File: src/rtl/jtframe_bank_arb_pkg.sv
// Shared types for the SDRAM bank read arbiter and its channel picker.
package jtframe_bank_arb_pkg;

  typedef enum logic [1:0] {
    IDLE = 2'd0,
    REQ  = 2'd1,
    WAIT = 2'd2
  } state_t;

  // Wide enough for any WDOG limit up to 255, independent of CH
  localparam int WDOG_CW = $clog2(256);

endpackage

File: src/rtl/jtframe_bank_arb_pick.sv
// Combinational one-hot picker: fixed priority (RR=0, index 0 highest) or
// round-robin starting at ptr and wrapping modulo CH (RR=1).
module jtframe_bank_arb_pick #(
  parameter int CH = 4,
  parameter int RR = 1,
  localparam int PW = (CH > 1) ? $clog2(CH) : 1
) (
  input  logic [CH-1:0] req,
  input  logic [PW-1:0] ptr,
  output logic [CH-1:0] win,
  output logic          any
);

  logic          found;
  logic [PW-1:0] idx;

  always_comb begin
    win   = '0;
    found = 1'b0;
    idx   = '0;
    for (int i = 0; i < CH; i++) begin
      idx = (RR != 0) ? PW'((int'(ptr) + i) % CH) : PW'(i);
      if (!found && req[idx]) begin
        win[idx] = 1'b1;
        found    = 1'b1;
      end
    end
  end

  assign any = |req;

endmodule

File: src/rtl/jtframe_bank_arb.sv
// N-channel read arbiter sharing one jtframe_sdram64 bank port, one
// transaction in flight. Optional watchdog: JTFRAME_BANK_ARB_WDOG_EN.
module jtframe_bank_arb
  import jtframe_bank_arb_pkg::*;
#(
  parameter int CH   = 4,
  parameter int AW   = 22,
  parameter int DW   = 16,
  parameter int RR   = 1,
  parameter int WDOG = 255
) (
  input  logic              clk,
  input  logic              rst_n,
  input  logic [CH*AW-1:0]  ch_addr,
  input  logic [CH-1:0]     ch_rd,
  output logic [CH-1:0]     ch_ack,
  output logic [CH-1:0]     ch_dst,
  output logic [CH-1:0]     ch_dok,
  output logic [CH-1:0]     ch_rdy,
  output logic [DW-1:0]     ch_dout,
  output logic [AW-1:0]     ba_addr,
  output logic              ba_rd,
  input  logic              ba_ack,
  input  logic              ba_dst,
  input  logic              ba_dok,
  input  logic              ba_rdy,
  input  logic [DW-1:0]     ba_dout,
  output logic              busy,
  output logic              wdog_err
);

  localparam int PW = (CH > 1) ? $clog2(CH) : 1;

  state_t        state_q, state_d;
  logic [CH-1:0] gnt_q, gnt_d;
  logic [PW-1:0] ptr_q, ptr_d;
  logic [AW-1:0] addr_q, addr_d;
  logic [CH-1:0] win;
  logic          any;
  logic [PW-1:0] gnt_idx, ptr_next;
  logic          done, abort;

  jtframe_bank_arb_pick #(
    .CH (CH),
    .RR (RR)
  ) u_pick (
    .req (ch_rd),
    .ptr (ptr_q),
    .win (win),
    .any (any)
  );

  always_comb begin
    gnt_idx = '0;
    for (int k = 0; k < CH; k++) begin
      if (gnt_q[k]) gnt_idx = PW'(k);
    end
  end

  assign ptr_next = (gnt_idx == PW'(CH - 1)) ? '0 : gnt_idx + PW'(1);

  // A same-cycle ack+rdy in REQ completes the transaction without visiting WAIT
  assign done = ((state_q == REQ) && ba_ack && ba_rdy) ||
                ((state_q == WAIT) && ba_rdy);

`ifdef JTFRAME_BANK_ARB_WDOG_EN
  logic [WDOG_CW-1:0] cnt_q, cnt_d;
  logic               wdog_err_q;

  assign cnt_d = (state_q == IDLE) ? '0 : cnt_q + WDOG_CW'(1);
  assign abort = (state_q != IDLE) && !done && (cnt_q == WDOG_CW'(WDOG - 1));

  always_ff @(posedge clk or negedge rst_n) begin
    if (!rst_n) begin
      cnt_q      <= '0;
      wdog_err_q <= 1'b0;
    end else begin
      cnt_q      <= cnt_d;
      wdog_err_q <= abort;
    end
  end

  assign wdog_err = wdog_err_q;
`else
  assign abort    = 1'b0;
  assign wdog_err = 1'b0;
`endif

  always_comb begin
    state_d = state_q;
    gnt_d   = gnt_q;
    ptr_d   = ptr_q;
    addr_d  = addr_q;
    case (state_q)
      IDLE: begin
        if (any) begin
          state_d = REQ;
          gnt_d   = win;
          for (int k = 0; k < CH; k++) begin
            if (win[k]) addr_d = ch_addr[k*AW +: AW];
          end
        end
      end
      REQ:     if (ba_ack) state_d = WAIT;
      WAIT:    state_d = WAIT;
      default: state_d = IDLE;
    endcase
    if (done || abort) begin
      state_d = IDLE;
      gnt_d   = '0;
      ptr_d   = ptr_next;
    end
  end

  always_ff @(posedge clk or negedge rst_n) begin
    if (!rst_n) begin
      state_q <= IDLE;
      gnt_q   <= '0;
      ptr_q   <= '0;
      addr_q  <= '0;
    end else begin
      state_q <= state_d;
      gnt_q   <= gnt_d;
      ptr_q   <= ptr_d;
      addr_q  <= addr_d;
    end
  end

  assign busy    = (state_q != IDLE);
  assign ba_rd   = (state_q == REQ);
  assign ba_addr = addr_q;
  assign ch_dout = ba_dout;

  // Strobes reach only the granted channel, and never while idle
  assign ch_ack = busy ? (gnt_q & {CH{ba_ack}}) : '0;
  assign ch_dst = busy ? (gnt_q & {CH{ba_dst}}) : '0;
  assign ch_dok = busy ? (gnt_q & {CH{ba_dok}}) : '0;
  assign ch_rdy = busy ? (gnt_q & {CH{ba_rdy}}) : '0;

endmodule

File: config.mk
export PLATFORM = sky130hd
export DESIGN_NAME = jtframe_bank_arb
export DESIGN_NICKNAME = d
export VERILOG_FILES = /design/src/rtl/jtframe_bank_arb_pkg.sv /design/src/rtl/jtframe_bank_arb_pick.sv /design/src/rtl/jtframe_bank_arb.sv
export SDC_FILE = /design/constraint.sdc
export NUM_CORES = 1
export LEC_CHECK = 0
export ABC_AREA = 0
export CORE_MARGIN = 1
export CORE_UTILIZATION = 37
export CTS_BUF_LIST = sky130_fd_sc_hd__clkbuf_2 sky130_fd_sc_hd__clkbuf_4 sky130_fd_sc_hd__clkbuf_8
export CTS_CLUSTER_SIZE = 25
export DETAILED_ROUTE_END_ITERATION = 10
export GPL_TIMING_DRIVEN = 0
export PLACE_DENSITY = 0.83
export REMOVE_ABC_BUFFERS = 1
export SYNTH_ARGS = -nofsm -noshare
export SYNTH_HDL_FRONTEND = slang
export SYNTH_HIERARCHICAL = 1
export SYNTH_SLANG_ARGS = --single-unit
File: constraint.sdc
create_clock -name clk -period 3.59 [get_ports clk]
set_input_delay 0.8975 -clock clk [delete_from_list [all_inputs] [get_ports clk]]
set_output_delay 0.8975 -clock clk [all_outputs]
set_load 0.1 [all_outputs]
# [Yosys cells after proc, flatten, opt, wreduce, memory -nomap -nowiden]
# Index checks and enable logic that the tools add are counted.
[word_totals] reg_bits=30 inputBits=114 out_inout_bits=57 elab_cells=93
[classes] addsub=4 order_cmp=8 eq_ne=5 n_mux=42 bitwise=7 n_reduce_logical=23
[ops] operator="22-bit 2-to-1 mux" count=4
[ops] operator="4-bit 2-to-1 mux" count=11
[ops] operator="4-bit AND" count=4
[ops] operator="2-bit by 3-bit < comparator with 1-bit output (second input constant)" count=4
[ops] operator="1-bit 2-to-1 mux" count=12
[ops] operator="2-bit 2-to-1 mux" count=6
[ops] operator="4-bit OR" count=3
[ops] operator="1-bit logical AND" count=10
[ops] operator="1-bit binary-select mux with 2-bit select" count=4
[ops] operator="1-bit demux with 2-bit select" count=4
[ops] operator="2-bit by 1-bit greater-or-equal comparator with 1-bit output (second input constant)" count=4
[ops] operator="2-bit case mux with 3 select lines" count=1
[ops] operator="2-bit nonzero test" count=3
[ops] operator="2-bit by 1-bit adder with 2-bit output (second input constant)" count=2
[ops] operator="2-bit adder (second input constant)" count=2
[ops] operator="2-bit equality test (second input constant)" count=2
[ops] operator="2-bit AND reduction" count=2
[ops] operator="4-bit nonzero test" count=1
[ops] operator="4-bit OR reduction" count=1
[ops] operator="1-bit zero test" count=3
[ops] operator="3-bit by 1-bit != test with 1-bit output (second input constant)" count=1
[ops] operator="3-bit != test (second input constant)" count=1
[ops] operator="3-bit AND reduction" count=1
[ops] operator="2-bit by 1-bit equality test with 1-bit output (second input constant)" count=1
[ops] operator="2 further kinds" count=2

# [Longest topological paths before layout]
# Gate-level depths: netlist of the first run.
[depth] word_depth=16 ltp_mapped=12 depth_no_buf=9

# [Hierarchy]
# The synthesis of the first run kept the hierarchy.
[modules_own_cells] module="jtframe_bank_arb" n_inst=1 cells_per_inst=260 area_each_um2=2228.4 seq_area_each_um2=750.7
[modules_own_cells] module="jtframe_bank_arb_pick" n_inst=1 cells_per_inst=37 area_each_um2=345.3 seq_area_each_um2=0.0

# [Worst setup path after synthesis of the first run]
# Ideal clock, no wire load.
[synth_path] path_kind="input -> output" start="input port ba_rdy" end="output port ch_rdy[2]" t_arrival_ps=3024 required_time_ps=2693 path_slack_ps=-332 stages=2 path_buffers=0 path_cell_list="inv_1 nor3_1"
[synth_between] elab_chain_len=2
[synth_lines] element="start, declared" line_no="jtframe_bank_arb.sv:26" source="input logic ba_rdy,"
[synth_lines] element="4-bit AND" line_no="jtframe_bank_arb.sv:138" source="assign ch_rdy = busy ? (gnt_q & {CH{ba_rdy}}) : '0;"
[synth_lines] element="4-bit 2-to-1 mux" line_no="jtframe_bank_arb.sv:138"
[synth_lines] element="end, declared" line_no="jtframe_bank_arb.sv:19" source="output logic [CH-1:0] ch_rdy,"
# Every way passes these cells.

# [Final worst setup path of the first run]
[layout_path] start="input port ch_rd[3]" end="register addr_q[6], in the netlist ba_addr[6]"
[layout_between] elab_cells_between_ends=30 classes_between="mux (18); bitwise (3); reduce/logical (9)"
[layout_lines] element="start, declared" line_no="jtframe_bank_arb.sv:15" source="input logic [CH-1:0] ch_rd,"
[layout_lines] element="1-bit binary-select mux with 2-bit select" line_no="jtframe_bank_arb_pick.sv:23" source="if (!found && req[idx]) begin"
[layout_lines] element="1-bit 2-to-1 mux (not written as such)" line_no="jtframe_bank_arb_pick.sv:23"
[layout_lines] element="1-bit 2-to-1 mux" line_no="jtframe_bank_arb_pick.sv:23"
[layout_lines] element="1-bit zero test" line_no="jtframe_bank_arb_pick.sv:23"
[layout_lines] element="1-bit logical AND" line_no="jtframe_bank_arb_pick.sv:23"
[layout_lines] element="1-bit 2-to-1 mux" line_no="jtframe_bank_arb_pick.sv:23"
[layout_lines] element="1-bit zero test" line_no="jtframe_bank_arb_pick.sv:23"
[layout_lines] element="1-bit logical AND" line_no="jtframe_bank_arb_pick.sv:23"
[layout_lines] element="1-bit 2-to-1 mux" line_no="jtframe_bank_arb_pick.sv:23"
[layout_lines] element="1-bit zero test" line_no="jtframe_bank_arb_pick.sv:23"
[layout_lines] element="1-bit logical AND" line_no="jtframe_bank_arb_pick.sv:23"
[layout_lines] element="4-bit 2-to-1 mux *" line_no="jtframe_bank_arb_pick.sv:23"
[layout_lines] element="named net win[0]" line_no="jtframe_bank_arb.sv:38" source="logic [CH-1:0] win;"
[layout_lines] element="4-bit nonzero test (no line) *"
[layout_lines] element="3-bit AND reduction (no line) *"
[layout_lines] element="end signal, assigned" line_no="jtframe_bank_arb.sv:125" source="addr_q <= addr_d;"
[layout_lines] element="end, declared" line_no="jtframe_bank_arb.sv:37" source="logic [AW-1:0] addr_q, addr_d;"
# Mark *: on every way through the listed nets, which the timed path passes. The rest lies on a longest branch. The select of a mux whose other input is x is not followed.
# A chain may end at the register's enable or synchronous reset.

==> results of run 1 <==
-- cells in the mapped netlist (2+ instances only) --
master,count
nand2_1,36
a21oi_1,33
dfrtp_1,30
o211ai_1,26
mux2_2,24
a31oi_1,22
nand2b_1,22
buf_4,17
and2_1,13
clkbuf_1,13
inv_1,12
ha_1,10
buf_2,5
nor2b_1,5
a21o_2,4
buf_6,4
and3_1,3
nor2_1,3
mux4_1,2
mux4_2,2
o21ai_0,2
or4_1,2
-- final timing paths --
check | from | endpoint | slack [ns] | cells past startpoint
setup / recovery | ch_rd[3] | ba_addr[6] | 0.09 | 9
hold / removal | state_q[0] | state_q[0] | 0.55 | 1
setup reg to reg | ptr_q[0] | ba_addr[6] | 0.35 | 10
hold reg to reg | state_q[0] | state_q[0] | 0.55 | 1
max in group asynchronous | rst_n | ba_addr[21] | 2.49 | 1
min in group asynchronous | rst_n | ba_addr[11] | 0.66 | 1
-- timing repair --
| action | in CTS | in global routing |
|---|---|---|
| setup endpoints to repair | 38 | 11 |
| gates resized for setup | 17 | 2 |
| setup buffers | 4 | 2 |
| cloned | 0 | 0 |
| pin swaps | 3 | 0 |
-- worst max-delay path, cell delays in order --
cell and delay [ns]:
clkdlybuf4s50_1 0.46, mux4_2 0.59, buf_4 0.18, a21oi_1 0.11, a21o_2 0.10, o211ai_1 0.11, or4_4 0.72, and2_4 0.31
a31oi_1 0.20
-- routing by layer --
| layer | part of all wire [%] | vias up | wire length [um] |
|---|---|---|---|
| met5 | 0 | - | 0 |
| met4 | 0.88 | 0 | 68 |
| met3 | 8.9 | 8 | 685 |
| met2 | 53 | 135 | 4100 |
| met1 | 37 | 1261 | 2880 |
| li1 | - | 1276 | - |
-- per-stage QoR --
stage	instance area [um^2]	hold slack, ns	TNS [ns]
2_1_floorplan	2330	0.506	-21.18
6_report	3960	0.546	0
3_3_place_gp	3800	0.525	-61.44
3_5_place_dp	3850	0.536	-20.37
4_1_cts	3950	0.549	0
5_1_grt	3960	0.565	-0.00214
-- registers in the layout, indices dropped and copies added, names as in the netlist --
register  cells
ptr_q         2
ba_addr      22
gnt_q         4
state_q       2
-- cells by family (layout without fill, tap and decap cells) --
| family | count (synthesis) | count (layout) |
|---|---|---|
| AO/OA/AOI/OAI | 89 | 89 |
| AND/OR/NAND/NOR | 88 | 88 |
| buffers and inverters | 51 | 169 |
| flip-flops | 30 | 30 |
| multiplexers | 28 | 28 |
| adder cells (fa/ha/maj) | 10 | 10 |
| other | 1 | 1 |
-- final cells by class --
type	instances	area (um^2)	share of cell area (%)
tap	80	100	2.53
sequential	30	751	19.0
multi-input combinational	216	1540	38.8
timing repair buffer	150	1450	36.5
inverter	12	45.0	1.14
clock buffer	7	83.8	2.12
==> flow_metrics.tcl, run 1 <==
set metrics [dict create \
    drv_cap 0 \
    seq_area_frac_synth_pct 29.2 \
    area_delta_synth_final_pct 53.9 \
    synth_simple_gate_area_share_pct 18.5 \
    grt-busiest-layer "met2" \
    synth.avg_cell_area_um2 8.67 \
    grtUsageTotal_pct 21.4 \
    die_area_um2 7290 \
    required_ns 3.79 \
    cp.arrival_ns 3.70 \
    cts_tree "built" \
    yosys.area.top_type_share_pct 29.2 \
    die-height_um 85.4 \
    crit_type "in -> reg" \
    synth_top_family_by_area "compound AO/OA/AOI/OAI gates" \
    clk_latency_ns 0.28 \
    n_antenna_cell 0 \
    start_util_pct 38.1 \
    grt_use_met2_pct 38.9 \
    nets 539 \
    layout_commonest_cell "clkdlybuf4s50_1" \
    core_um2 6760 \
    synth_area_um2 2570 \
    status "finished clean" \
    hold_buffers 0 \
    place_congestion 0.779 \
    muxShareOfSynthArea_pct 14.3 \
    fin_util_pct 58.6 \
    slew_violations 0 \
    synth-xor-area-share_pct 0 \
    critPathCaptureType "flop" \
    clock_tree.buffer_depth 2 \
    ys_seq_elements 30 \
    num_vias 2680 \
    synth_compound_area_share_pct 21.7 \
    avgRoutedWirePerCell_um 15.6 \
    synthFlopType "dfrtp_1" \
    max_freq_mhz 285 \
    postSynthCellCount 297 \
    synth_area_leaders "dfrtp_1 (29%), mux2_2 (11%), o211ai_1 (7.6%)" \
    async_reset_ff_share_pct 100 \
    hold_viol_final 0 \
    grt_overflow 0 \
    numPortBuffers 137 \
    row_count 30 \
    crit_path_max_fanout 23 \
    final_layout_size_suffix_gt1_share_pct 13.3 \
    die_w_um 85.4 \
    synth_adder_area_share_pct 4.86 \
    dp.cells 482 \
    met1_usage_pct 23.1 \
    skew_ns 0.00156 \
    layout_common_cells "clkdlybuf4s50_1 (120), nand2_1 (36), a21oi_1 (33), dfrtp_1 (30), o211ai_1 (26)" \
    cts.sinks 30 \
    h-tree-depth 2 \
    use_met3_pct 7.78 \
    max_slew_margin_pct 31.6 \
    setup_violations 0 \
    ios 171 \
    hp-class "reg -> reg" \
    drt_pass1_iterations 4 \
    grt_pass1_vias 2671 \
    drt-total-wl_mm 7.74 \
    worstMarginPinSlew_ns 1.02 \
    route.detailed.drc 0 \
    cts_root_buf "clkbuf_8" \
    dp_worst_setup_slack_ns -0.844 \
    drt_iter0_markers 73 \
    setup_ws_ns 0.0852 \
    hpwl_mm 5.95 \
    synth.distinct_cells 29 \
    ant_nets 0 \
    cts_made_buffers 5 \
    fin_crit_sh_pct 97.6 \
    grt_antenna_before_repair 0 \
    grt_max_degree 31 \
    synth-edff-count 0 \
    synth_warnings 6 \
    crit_path_start_kind "primary input" \
    yosysTopAreaCell "dfrtp_1" \
    clk_pin_slew_ns 0.06 \
    grt_pass1_wl_mm 12.4 \
    via_per_inst 5.41 \
    fill_cells 600 \
    layout_min_cycle_time_ns 3.50 \
    stdcell_count 495 \
]
Power of run 1 is not shown: default switching activity piles up to over one toggle a cycle in this logic, so the estimate is an artifact.
==> inputs of run 2 (changes only) <==
--- a/config.mk
+++ b/config.mk
@@ -6,6 +6,7 @@
 export NUM_CORES = 1
 export LEC_CHECK = 0
 export ABC_AREA = 0
+export CORE_ASPECT_RATIO = 1.2
 export CORE_MARGIN = 1
 export CORE_UTILIZATION = 37
 export CTS_BUF_LIST = sky130_fd_sc_hd__clkbuf_2 sky130_fd_sc_hd__clkbuf_4 sky130_fd_sc_hd__clkbuf_8
==> run 2 against run 1 <==
- register-to-register slack is essentially flat
- final cell count grew 2.8%
- non-clock buffer count grew 5
- critical path type is now in -> out
==> flow_metrics.tcl, run 2 (synthesized netlist as in run 1, its figures left out) <==
set metrics [dict create \
    clk_pin_slew_ns 0.07 \
    fill_cells 579 \
    max_freq_mhz 288 \
    drt-total-wl_mm 8.15 \
    cts.sinks 30 \
    skew_ns 0.00563 \
    n_antenna_cell 0 \
    clk_latency_ns 0.27 \
    setup_violations 0 \
    met1_usage_pct 23.5 \
    hold_buffers 0 \
    tns_ns 0 \
    fin_util_pct 61.8 \
    via_per_inst 5.31 \
    crit_slowest_cell "clkdlybuf4s15_1" \
    ant_nets 0 \
    avgRoutedWirePerCell_um 16.0 \
    slew_violations 0 \
    drt_iter0_markers 110 \
    die_w_um 78.1 \
    worstMarginPinSlew_ns 1.11 \
    route.detailed.drc 0 \
    core_um2 6570 \
    start_util_pct 39.2 \
    nets 547 \
    ios 171 \
    final_layout_size_suffix_gt1_share_pct 15.8 \
    crit_path_max_fanout 4 \
    cts_tree "built" \
    fin_crit_sh_pct 96.9 \
    cts_made_buffers 5 \
    use_met3_pct 7.12 \
    grt_max_degree 31 \
    dpl_cell_area_um2 3860 \
    grt_antenna_before_repair 0 \
    grtUsageTotal_pct 21.8 \
    drv_cap 0 \
    max_stage_delay_ns 0.81 \
    clock_tree.buffer_depth 2 \
    hp-class "reg -> reg" \
    numPortBuffers 137 \
    max_slew_margin_pct 26.2 \
    crit_path_start_kind "primary input" \
    design_area_um2 4060 \
    cp.arrival_ns 2.58 \
    grt_pass1_vias 2549 \
    rsz0062_at_grt "yes" \
    die-height_um 93.4 \
    crit_type "in -> out" \
    layout_common_cells "clkdlybuf4s50_1 (119), nand2_1 (35), a21oi_1 (33), dfrtp_1 (30), o211ai_1 (26)" \
    drt_pass1_iterations 4 \
    grt-busiest-layer "met2" \
    layout_commonest_cell "clkdlybuf4s50_1" \
    grt_overflow 0 \
    die_area_um2 7290 \
    area_delta_synth_final_pct 57.7 \
    num_vias 2703 \
    hpwl_mm 6.04 \
    layout_min_cycle_time_ns 3.48 \
    place_congestion 0.758 \
    path_cells "clkdlybuf4s50_1, nor2b_1, and2_1, clkdlybuf4s15_1" \
    row_count 32 \
    status "finished clean" \
    largest_reg_flops 22 \
    grt_pass1_wl_mm 12.4 \
    grt_use_met2_pct 40.1 \
    hold_viol_final 0 \
    required_ns 2.69 \
    critPathCaptureType "primary output" \
    h-tree-depth 2 \
    cts_root_buf "clkbuf_8" \
]
[run 2: stage by stage]
stage               hold slack [ns]  std cells  worst slack (ns)
global route                  0.571        509           -0.0480
floorplan                     0.506        258            -0.952
global placement              0.525        480             -2.59
CTS                           0.547        501            0.0304
detailed placement            0.532        487            -0.997
finish                        0.547        509             0.113
[run 2: layout make-up]
cell class | count | area (um^2) | share of cell area, %
multi-input combinational | 219 | 1570 | 38.7
sequential | 30 | 751 | 18.5
clock buffer | 6 | 82.6 | 2.04
inverter | 12 | 45.0 | 1.11
clock inverter | 2 | 12.5 | 0.308
timing repair buffer | 155 | 1490 | 36.8
tap | 85 | 106 | 2.62
[run 2: timing repair]
| action | CTS | global route |
|---|---|---|
| pin swaps | 4 | 3 |
| buffers inserted | 6 | 5 |
| cloned | 0 | 3 |
| endpoints found under the setup margin | 38 | 27 |
| gates resized for setup | 17 | 13 |
[run 2: worst paths after layout]
| path | start | end | slack, ns | cells after the start |
|---|---|---|---|---|
| worst max-delay path | ba_ack | ch_ack[3] | 0.11 | 4 |
| worst min-delay path | state_q[0] | state_q[0] | 0.55 | 1 |
| worst max register to register | ptr_q[0] | ba_addr[17] | 0.35 | 12 |
| max in group asynchronous | rst_n | ba_addr[0] | 2.50 | 1 |
| min in group asynchronous | rst_n | ba_addr[15] | 0.65 | 1 |
| worst min register to register | state_q[0] | state_q[0] | 0.55 | 1 |
[run 2: per-layer routing]
| layer | up-vias | share of wire [%] | wire length, um |
|---|---|---|---|
| met5 | - | 0 | 0 |
| met4 | 0 | 1.3 | 106 |
| met2 | 128 | 52 | 4280 |
| li1 | 1295 | - | - |
| met1 | 1270 | 39 | 3150 |
| met3 | 10 | 7.6 | 620 |
[run 2: critical path, delay by kind of cell]
family / cells / cell delay [ns]
buf+inv: 2 / 1.30
simple gates: 2 / 0.38
Power of run 2 is left out for the same reason.
